<file path="src/rtl/dpa_pkg.sv">
// rtl/dpa_pkg.sv - shared types and constants for the image-memory port arbiter
package dpa_pkg;

  typedef enum logic [1:0] {
    ARB_IDLE = 2'd0,
    ARB_OWN0 = 2'd1,
    ARB_OWN1 = 2'd2
  } arb_state_e;

  localparam logic RQ_PHOTO = 1'b0;
  localparam logic RQ_TIME  = 1'b1;

  localparam int IM_AW = 20;
  localparam int IM_DW = 24;

  function automatic arb_state_e own_state(input logic id);
    return (id == RQ_TIME) ? ARB_OWN1 : ARB_OWN0;
  endfunction

endpackage

</file>
<file path="src/rtl/im_arb_rtag.sv">
// rtl/im_arb_rtag.sv - two-stage {valid, id} tag pipeline steering read returns to their issuer
module im_arb_rtag
  import dpa_pkg::*;
(
  input  logic clk,
  input  logic reset,
  input  logic issue,
  input  logic issue_id,
  output logic rvalid0,
  output logic rvalid1
);

  logic s1_vld_q, s1_vld_d, s1_id_q, s1_id_d;
  logic s2_vld_q, s2_vld_d, s2_id_q, s2_id_d;

  always_comb begin
    s1_vld_d = issue;
    s1_id_d  = issue_id;
    s2_vld_d = s1_vld_q;
    s2_id_d  = s1_id_q;
  end

  always_ff @(posedge clk or posedge reset) begin
    if (reset) begin
      s1_vld_q <= 1'b0;
      s1_id_q  <= 1'b0;
      s2_vld_q <= 1'b0;
      s2_id_q  <= 1'b0;
    end else begin
      s1_vld_q <= s1_vld_d;
      s1_id_q  <= s1_id_d;
      s2_vld_q <= s2_vld_d;
      s2_id_q  <= s2_id_d;
    end
  end

  assign rvalid0 = s2_vld_q & (s2_id_q == RQ_PHOTO);
  assign rvalid1 = s2_vld_q & (s2_id_q == RQ_TIME);

endmodule

</file>
<file path="src/rtl/im_port_arbiter.sv">
// rtl/im_port_arbiter.sv - image-memory port arbiter: round-robin burst grants with burst-length preemption
// Define IM_ARB_STATS_EN to add the beats0/beats1/preempt_cnt/max_wait statistics outputs.
module im_port_arbiter
  import dpa_pkg::*;
#(
  parameter int AW        = IM_AW,
  parameter int DW        = IM_DW,
  parameter int MAX_BURST = 16
) (
  input  logic          clk,
  input  logic          reset,
  input  logic          req0,
  input  logic          we0,
  input  logic [AW-1:0] addr0,
  input  logic [DW-1:0] wdata0,
  input  logic          last0,
  output logic          ack0,
  output logic          rvalid0,
  input  logic          req1,
  input  logic          we1,
  input  logic [AW-1:0] addr1,
  input  logic [DW-1:0] wdata1,
  input  logic          last1,
  output logic          ack1,
  output logic          rvalid1,
  output logic [DW-1:0] rdata,
  output logic [AW-1:0] im_a,
  output logic          im_wen_n,
  output logic [DW-1:0] im_d,
  input  logic [DW-1:0] im_q,
  output logic [1:0]    owner
`ifdef IM_ARB_STATS_EN
  ,
  output logic [31:0]   beats0,
  output logic [31:0]   beats1,
  output logic [15:0]   preempt_cnt,
  output logic [15:0]   max_wait
`endif
);

  localparam logic [7:0] MAX_B = 8'(MAX_BURST);

  arb_state_e    state_q, state_d;
  logic          rr_ptr_q, rr_ptr_d;
  logic [7:0]    beat_cnt_q, beat_cnt_d, cnt_inc;
  logic [AW-1:0] im_a_q, im_a_d;
  logic          im_wen_n_q, im_wen_n_d;
  logic [DW-1:0] im_d_q, im_d_d;

  logic          owning, own_id, beat_acc, other_req, preempt, release_now;
  logic          sel_we, sel_last;
  logic [AW-1:0] sel_addr;
  logic [DW-1:0] sel_wdata;

  always_comb begin
    owning    = (state_q != ARB_IDLE);
    own_id    = (state_q == ARB_OWN1);
    ack0      = (state_q == ARB_OWN0) & req0;
    ack1      = (state_q == ARB_OWN1) & req1;
    beat_acc  = ack0 | ack1;
    sel_we    = own_id ? we1 : we0;
    sel_last  = own_id ? last1 : last0;
    sel_addr  = own_id ? addr1 : addr0;
    sel_wdata = own_id ? wdata1 : wdata0;
    other_req = own_id ? req0 : req1;

    // Saturating count: an owner past MAX_BURST with nobody waiting keeps going.
    cnt_inc     = (beat_acc && beat_cnt_q < MAX_B) ? beat_cnt_q + 8'd1 : beat_cnt_q;
    preempt     = owning & other_req & (cnt_inc >= MAX_B);
    release_now = owning & ((beat_acc & sel_last) | preempt);

    state_d    = state_q;
    rr_ptr_d   = rr_ptr_q;
    beat_cnt_d = cnt_inc;
    if (!owning) begin
      if (req0 && req1) begin
        state_d = own_state(rr_ptr_q);
      end else if (req0) begin
        state_d = ARB_OWN0;
      end else if (req1) begin
        state_d = ARB_OWN1;
      end
    end else if (release_now) begin
      beat_cnt_d = 8'd0;
      rr_ptr_d   = ~own_id;
      state_d    = other_req ? own_state(~own_id) : ARB_IDLE;
    end

    im_a_d     = beat_acc ? sel_addr : im_a_q;
    im_wen_n_d = beat_acc ? ~sel_we : 1'b1;
    im_d_d     = beat_acc ? sel_wdata : im_d_q;
  end

  always_ff @(posedge clk or posedge reset) begin
    if (reset) begin
      state_q    <= ARB_IDLE;
      rr_ptr_q   <= 1'b0;
      beat_cnt_q <= 8'd0;
      im_a_q     <= '0;
      im_wen_n_q <= 1'b1;
      im_d_q     <= '0;
    end else begin
      state_q    <= state_d;
      rr_ptr_q   <= rr_ptr_d;
      beat_cnt_q <= beat_cnt_d;
      im_a_q     <= im_a_d;
      im_wen_n_q <= im_wen_n_d;
      im_d_q     <= im_d_d;
    end
  end

  assign im_a     = im_a_q;
  assign im_wen_n = im_wen_n_q;
  assign im_d     = im_d_q;
  assign owner    = state_q;
  assign rdata    = im_q;

  im_arb_rtag u_rtag (
    .clk      (clk),
    .reset    (reset),
    .issue    (beat_acc & ~sel_we),
    .issue_id (own_id),
    .rvalid0  (rvalid0),
    .rvalid1  (rvalid1)
  );

`ifdef IM_ARB_STATS_EN
  logic [31:0] beats0_q, beats0_d, beats1_q, beats1_d;
  logic [15:0] preempt_cnt_q, preempt_cnt_d, max_wait_q, max_wait_d;
  logic [15:0] wait0_q, wait0_d, wait1_q, wait1_d;
  logic        preempt_evt;

  always_comb begin
    // A release that is not the owner's own last beat is a preemption.
    preempt_evt   = release_now & ~(beat_acc & sel_last);
    beats0_d      = beats0_q + {31'd0, ack0};
    beats1_d      = beats1_q + {31'd0, ack1};
    preempt_cnt_d = (preempt_evt && preempt_cnt_q != 16'hFFFF) ? preempt_cnt_q + 16'd1 : preempt_cnt_q;
    wait0_d       = (req0 & ~ack0) ? ((wait0_q == 16'hFFFF) ? wait0_q : wait0_q + 16'd1) : 16'd0;
    wait1_d       = (req1 & ~ack1) ? ((wait1_q == 16'hFFFF) ? wait1_q : wait1_q + 16'd1) : 16'd0;
    max_wait_d    = max_wait_q;
    if (wait0_d > max_wait_d) max_wait_d = wait0_d;
    if (wait1_d > max_wait_d) max_wait_d = wait1_d;
  end

  always_ff @(posedge clk or posedge reset) begin
    if (reset) begin
      beats0_q      <= 32'd0;
      beats1_q      <= 32'd0;
      preempt_cnt_q <= 16'd0;
      max_wait_q    <= 16'd0;
      wait0_q       <= 16'd0;
      wait1_q       <= 16'd0;
    end else begin
      beats0_q      <= beats0_d;
      beats1_q      <= beats1_d;
      preempt_cnt_q <= preempt_cnt_d;
      max_wait_q    <= max_wait_d;
      wait0_q       <= wait0_d;
      wait1_q       <= wait1_d;
    end
  end

  assign beats0      = beats0_q;
  assign beats1      = beats1_q;
  assign preempt_cnt = preempt_cnt_q;
  assign max_wait    = max_wait_q;
`endif

endmodule

</file>
<file path="config.mk">
export PLATFORM = sky130hd
export DESIGN_NAME = im_port_arbiter
export DESIGN_NICKNAME = d
export VERILOG_FILES = /design/src/rtl/dpa_pkg.sv /design/src/rtl/im_arb_rtag.sv /design/src/rtl/im_port_arbiter.sv
export SDC_FILE = /design/constraint.sdc
export NUM_CORES = 1
export LEC_CHECK = 0
export ABC_CLOCK_PERIOD_IN_PS = 2280
export BUFFER_PORTS_ARGS = -buffer_cell sky130_fd_sc_hd__buf_2
export CAP_MARGIN = 10
export CORE_UTILIZATION = 23
export DETAILED_ROUTE_END_ITERATION = 10
export PLACE_DENSITY = 0.53
export REMOVE_ABC_BUFFERS = 1
export SLEW_MARGIN = 10
export SYNTH_ARGS = -nofsm -noshare
export SYNTH_HDL_FRONTEND = slang
export SYNTH_HIERARCHICAL = 1
export SYNTH_SLANG_ARGS = --single-unit
</file>
<file path="constraint.sdc">
create_clock -name clk -period 2.28 [get_ports clk]
set_input_delay 0 -clock clk [delete_from_list [all_inputs] [get_ports clk]]
set_output_delay 0 -clock clk [all_outputs]
set_load 0.05 [all_outputs]
</file>
==> results of run 1 <==
-- metrics by stage --
stage	cells	area, um^2	hold WS, ns	utilization, %
global placement	571	3760	-0.102	29.7
detailed placement	571	3760	-0.0938	29.7
CTS	664	4800	0.000341	37.9
global route	664	4800	0.000287	37.9
floorplan	248	2740	-0.234	-
finish	664	4800	-0.00545	37.9
-- cell type report --
class | count | area [um^2] | area share [%]
timing repair buffer | 228 | 1580 | 32.8
tap | 172 | 215 | 4.48
clock inverter | 2 | 10.0 | 0.208
clock buffer | 14 | 264 | 5.49
multi-input combinational | 181 | 1210 | 25.2
inverter | 7 | 26.3 | 0.547
sequential | 60 | 1500 | 31.3
-- synthesized netlist by cell type, types with 2 or more instances --
cell | n | area [um^2]
dfrtp_1 | 59 | 1480
mux2i_1 | 45 | 450
nand2_1 | 45 | 169
o21ai_0 | 45 | 225
buf_4 | 28 | 210
inv_1 | 7 | 26.3
buf_2 | 5 | 25.0
clkbuf_1 | 5 | 18.8
nand3_1 | 5 | 25.0
a21oi_1 | 4 | 20.0
and2b_2 | 4 | 35.0
nor2_1 | 4 | 15.0
a21o_1 | 2 | 15.0
nand3b_1 | 2 | 15.0
nor2_4 | 2 | 22.5
nor2b_1 | 2 | 12.5
o211ai_1 | 2 | 15.0
xnor2_1 | 2 | 17.5
-- flip-flops by register name, indices dropped and copies added (netlist names) --
signal / flops
owner: 2
u_rtag/s2_vld_q: 1
im_wen_n: 1
beat_cnt_q: 8
im_d: 24
u_rtag/s2_id_q: 1
im_a: 20
u_rtag/s1_id_q: 1
rr_ptr_q: 1
u_rtag/s1_vld_q: 1
-- worst min path at each step --
| stage | start | end | slack [ns] | depth (start not counted) |
|---|---|---|---|---|
| after global routing | im_q[0] | rdata[0] | 0.0003 | 0 |
| after floorplan | reset | u_rtag/s1_id_q$_DFF_PP0_ | -0.23 | 1 |
| final | wdata0[14] | im_d[14]$_DFFE_PP0P_ | -0.005 | 3 |
| after global placement | reset | u_rtag/s2_vld_q$_DFF_PP0_ | -0.10 | 2 |
| after detailed placement | reset | u_rtag/s2_id_q$_DFF_PP0_ | -0.09 | 2 |
| after CTS | im_q[0] | rdata[0] | 0.0003 | 0 |
-- per-layer routing --
metal  GRT usage, %  vias up
met1           17.5     1257
met2           21.7      126
met4           5.21        0
met3           4.86        9
li1               -     1361
met5           1.85        -
-- kinds of logic (layout without fill, tap and decap cells) --
family	count (synthesis)	after routing
flip-flops	60	60
buffers and inverters	45	251
AND/OR/NAND/NOR	72	72
XOR/XNOR	3	3
adder cells (fa/ha/maj)	1	1
AO/OA/AOI/OAI	59	59
multiplexers	46	46
-- what timing repair did --
item	4_1_cts	5_1_grt
endpoints found under the hold margin	70	0
hold buffers	77	0
setup endpoints to repair	0	2
-- power breakdown --
part / total, mW / internal (mW) / switching, mW
registers: 1.07 / 1.07 / 0
clock network: 1.24 / 0.791 / 0.452
logic: 0.237 / 0.161 / 0.0752
total: 2.55 / 2.02 / 0.527
-- worst max-delay path, stage by stage, from the launching register on --
cell           delay (ns)
dfrtp_1              0.46
and2b_2              0.30
buf_4                0.37
mux2i_1              0.25
dlygate4sd3_1        0.56
o21ai_0              0.06
==> flow_summary_export.csv, run 1 <==
group,metric,value,unit
routing,topRoutingLayerUsed,"met4",
synth,yosys.area_share.simple,11.9,%
layout,final_common_cell,"buf_2",
sta,fin_worst_skew,0.00448,ns
routing,wire_per_inst,13.1,um
synth,syn_inst,286,
worst_setup_path,startpoint,"owner[0]$_DFFE_PP0P_",
sta,finalCritPeriodShare,94.5,%
synth,synth_xor_area_share,0.878,%
floorplan,die_area,13500,um^2
synth,async_flop_share,100,%
sta,fin_tns_setup,0,ns
min_path,hp-class,"primary input to flop",
sta,rsz0062_at_grt,"yes",
run_status,run_status,"complete, but fails checks",
pwr,power_density,530,nW/um^2
synth,yosys.area_share.adder,0.418,%
floorplan,die_y,116,um
global_route,grt_pass1_wl,14.1,mm
run_status,violations,"negative hold slack",
synth,synthDistinctLibCells,36,
worst_setup_path,worst-r2r-cell-count,5,
global_route,grt-ovfl-total,0,
layout,mostFrequentLayoutCells,"buf_2, dlygate4sd3_1, dfrtp_1",
sta,worstMarginPinSlew,0.646,ns
cts,root_buffer,"clkbuf_16",
worst_setup_path,r2r_slack,0.13,ns
worst_setup_path,worstPathArrival,2.35,ns
sta,drv_slew,0,
job,cap_violations,0,
worst_setup_path,cp_max_fo,24,
synth,yosysWarnings,6,
global_route,grt_start_max_net_pins,49,
routing,drt-met1-wl,4.07,mm
synth,synth_compound_area_share,11.6,%
cts,cts_buffers,9,
worst_setup_path,start_kind,"flop",
cts,clk_latency,0.32,ns
global_route,grt_pass1_vias,2898,
pwr,p_leak,2.33,nW
layout,num_antenna_cells,0,
synth,ys_seq_elements,60,
cts,ctsHtreeMaxLevel,3,
worst_setup_path,crit_type,"flop to flop",
routing,ant_nets,0,
place,gp_congestion,0.763,
synth,netlist_area,2990,um^2
worst_setup_path,endpoint,"im_a[7]$_DFFE_PP0P_",
sta,setup_viol,0,
sta,relSlewSlack,56.9,%
sta,fin_ws,0.126,ns
cts,clk_pin_slew,0.05,ns
worst_setup_path,crit_required,2.48,ns
floorplan,core,12700,um^2
layout,area_growth,60.6,%
place,dp_slack,0.464,ns
routing,met3WireLength,653,um
global_route,grtUsageTotal,13.9,%
sta,whs,-0.00545,ns
routing,wl_met2,3.89,mm
floorplan,die-width,116,um
synth,ys_seq_area_share,50.2,%
cts,cts_tree,"yes",
floorplan,top_level_ports,195,
synth,synth-edff-count,0,
synth,synth_flop_cell,"dfrtp_1",
pwr,p_total,2.55,mW
sta,max_freq,464,MHz
synth,synth_mux_area_share,15.6,%
worst_setup_path,endpoint_kind,"flop",
worst_setup_path,reg2reg_to,"im_a[7]$_DFFE_PP0P_",
place,hpwl,6.06,mm
synth,syn_area_per_cell,10.5,um^2
place,portBuffers,146,
routing,via_per_inst,4.15,
routing,route.detailed.drc,0,
worst_setup_path,r2r_start,"owner[0]$_DFFE_PP0P_",
sta,fin_crit,2.15,ns
sta,hold_viol_final,1,
cts,cts_buffer_depth,2,
routing,drt_iter0_drc,50,
cts,post_cts_buffers,0,
cts,clock_sinks,60,
synth,synth_top_family_by_area,"multiplexers",
layout,drive_gt1_share,36.6,%
floorplan,row_count,41,
routing,vias,2753,
routing,drt_wl_total,8.72,mm
floorplan,start_util,23.6,%
cts,cts_resized,0,
routing,drt_pass1_iterations,4,
pwr,vdd_drop_max,0.313,mV
layout,final_net_count,608,
global_route,antenna_found_initial,0,
layout,n_fill_cell,1288,
Power figures use the tool's default switching activity.
==> run 2, diff against run 1 <==
GPL_TIMING_DRIVEN = 0   (was unset)
==> flow_summary_export.csv, run 2 (synthesized netlist as in run 1, its figures left out) <==
group,metric,value,unit
sta,relSlewSlack,52.0,%
pwr,power.share.clock,49.4,%
sta,fin_worst_skew,0.00567,ns
worst_setup_path,crit_type,"flop to flop",
routing,route.detailed.drc,0,
worst_setup_path,crit_slowest_cell,"dfrtp_1",
cts,cts_buffer_depth,2,
sta,setup_viol,0,
layout,post-route-cell-area,4950,um^2
min_path,min_to,"rdata[0]",
routing,drt_pass1_iterations,4,
worst_setup_path,r2r_slack,0.16,ns
layout,mostFrequentLayoutCells,"buf_2, dlygate4sd3_1, dfrtp_1",
cts,clk_latency,0.33,ns
floorplan,die-width,116,um
sta,whs,0.0000653,ns
sta,hold_viol_final,0,
sta,max_freq,471,MHz
floorplan,die_y,116,um
layout,drive_gt1_share,36.1,%
sta,finalCritPeriodShare,93.1,%
min_path,holdPathStages,0,
worst_setup_path,cp_max_fo,25,
sta,fin_crit,2.12,ns
place,gp_congestion,0.734,
routing,drt_iter0_drc,157,
worst_setup_path,start_kind,"flop",
layout,final_net_count,620,
pwr,swShare,21.2,%
global_route,grt_pass1_wl,14.7,mm
worst_setup_path,reg2reg_to,"rr_ptr_q$_DFFE_PP0P_",
place,place_area,3750,um^2
routing,ant_nets,0,
pwr,p_comb_share,9.8,%
worst_setup_path,crit_required,2.49,ns
floorplan,core,12700,um^2
routing,vias,2833,
cts,cts_tree,"yes",
pwr,p_leak,2.38,nW
sta,drv_slew,0,
pwr,vdd_drop_max,0.251,mV
sta,worstMarginPinSlew,0.721,ns
worst_setup_path,endpoint_kind,"flop",
worst_setup_path,slowest_delay,0.57,ns
min_path,hp-class,"primary input to primary output",
pwr,p_int,2.06,mW
floorplan,row_count,41,
pwr,power_density,528,nW/um^2
sta,rsz0062_at_grt,"no",
layout,largest_reg_flops,24,
cts,root_buffer,"clkbuf_16",
place,hpwl,5.82,mm
floorplan,top_level_ports,195,
global_route,grt_start_max_net_pins,57,
floorplan,start_util,23.6,%
floorplan,die_area,13500,um^2
worst_setup_path,r2r_start,"owner[1]$_DFFE_PP0P_",
layout,area_growth,65.5,%
sta,fin_tns_setup,0,ns
min_path,hp-start,"im_q[0]",
layout,num_antenna_cells,0,
run_status,run_status,"finished clean",
routing,drt_wl_total,9.59,mm
worst_setup_path,path_cells,"and2b_4 -> buf_12 -> a221oi_2 -> a31oi_4 -> mux2_4",
pwr,pwr-share-seq,40.8,%
global_route,grt_pass1_vias,2965,
cts,post_cts_buffers,0,
cts,cts_buffers,9,
place,portBuffers,146,
job,cap_violations,0,
worst_setup_path,worst-r2r-cell-count,5,
cts,ctsHtreeMaxLevel,3,
pwr,power_switching,0.554,mW
routing,via_per_inst,4.19,
global_route,antenna_found_initial,0,
cts,clk_pin_slew,0.05,ns
worst_setup_path,worstPathArrival,2.34,ns
global_route,grt-ovfl-total,0,
cts,clock_sinks,60,
global_route,grtUsageTotal,14.8,%
layout,final_common_cell,"buf_2",
routing,wire_per_inst,14.2,um
## run 2: changes by cell type in the layout (fill, tap and decap cells not counted)
cell / change
inv_4: +1
clkbuf_1: -2
clkinv_2: -1
dfrtp_1: -1
clkinvlp_4: +2
buf_4: -2
dlygate4sd3_1: +13
and2b_4: +1
dfrtp_2: +1
clkbuf_8: +1
inv_2: -1
## run 2: per-stage QoR
step	util, %	setup slack, ns	cells	power [mW]
floorplan	-	-1.00	248	1.12
global placement	29.1	-1.40	566	1.22
detailed placement	29.6	0.0224	569	1.22
CTS	39.0	0.0143	675	2.66
global route	39.1	0.0213	676	2.73
finish	39.1	0.157	676	2.62
## run 2: power by group through the flow
stage / Clock, mW / Combinational [mW] / Sequential, mW
global route: 1.38 / 0.282 / 1.07
floorplan: 0 / 0.0393 / 1.08
global placement: 0 / 0.131 / 1.08
detailed placement: 0 / 0.135 / 1.08
CTS: 1.34 / 0.251 / 1.07
finish: 1.29 / 0.257 / 1.07
## run 2: final cells by class
type                    instances  area [um^2]
multi-input cells             182         1220
fillers                      1217         7720
repair buffers                239         1690
clock buffers                  13          270
flip-flops and latches         60         1500
well taps                     172          215
inverters                       7         28.8
clock inverters                 3         20.0
## run 2: per-layer routing
layer / vias up / global-route usage (%) / part of all wire (%)
met5: - / 1.85 / 0
met4: 0 / 7.26 / 2.1
met3: 16 / 5.60 / 7.7
met2: 138 / 22.9 / 45
met1: 1288 / 17.8 / 46
li1: 1391 / - / -
## run 2: repair_timing
item	CTS	global route
hold buffers	90	0
gates resized for setup	0	2
setup endpoints to repair	0	4
hold endpoints to repair	104	0
## run 2: worst max path at each step
stage	cells past startpoint	slack, ns	endpoint	start
2_1_floorplan	4	-1.00	rr_ptr_q$_DFFE_PP0P_	owner[1]$_DFFE_PP0P_
3_3_place_gp	4	-1.40	rr_ptr_q$_DFFE_PP0P_	owner[0]$_DFFE_PP0P_
3_5_place_dp	5	0.02	rr_ptr_q$_DFFE_PP0P_	owner[0]$_DFFE_PP0P_
4_1_cts	5	0.01	rr_ptr_q$_DFFE_PP0P_	owner[0]$_DFFE_PP0P_
5_1_grt	5	0.02	rr_ptr_q$_DFFE_PP0P_	owner[1]$_DFFE_PP0P_
6_report	5	0.16	rr_ptr_q$_DFFE_PP0P_	owner[1]$_DFFE_PP0P_
## run 2: critical path: cells and delay by family (launching register included)
kind            cells  cell delay [ns]
mux                 1             0.33
flops               1             0.57
simple gates        1             0.41
buf+inv             1             0.25
compound gates      2             0.45
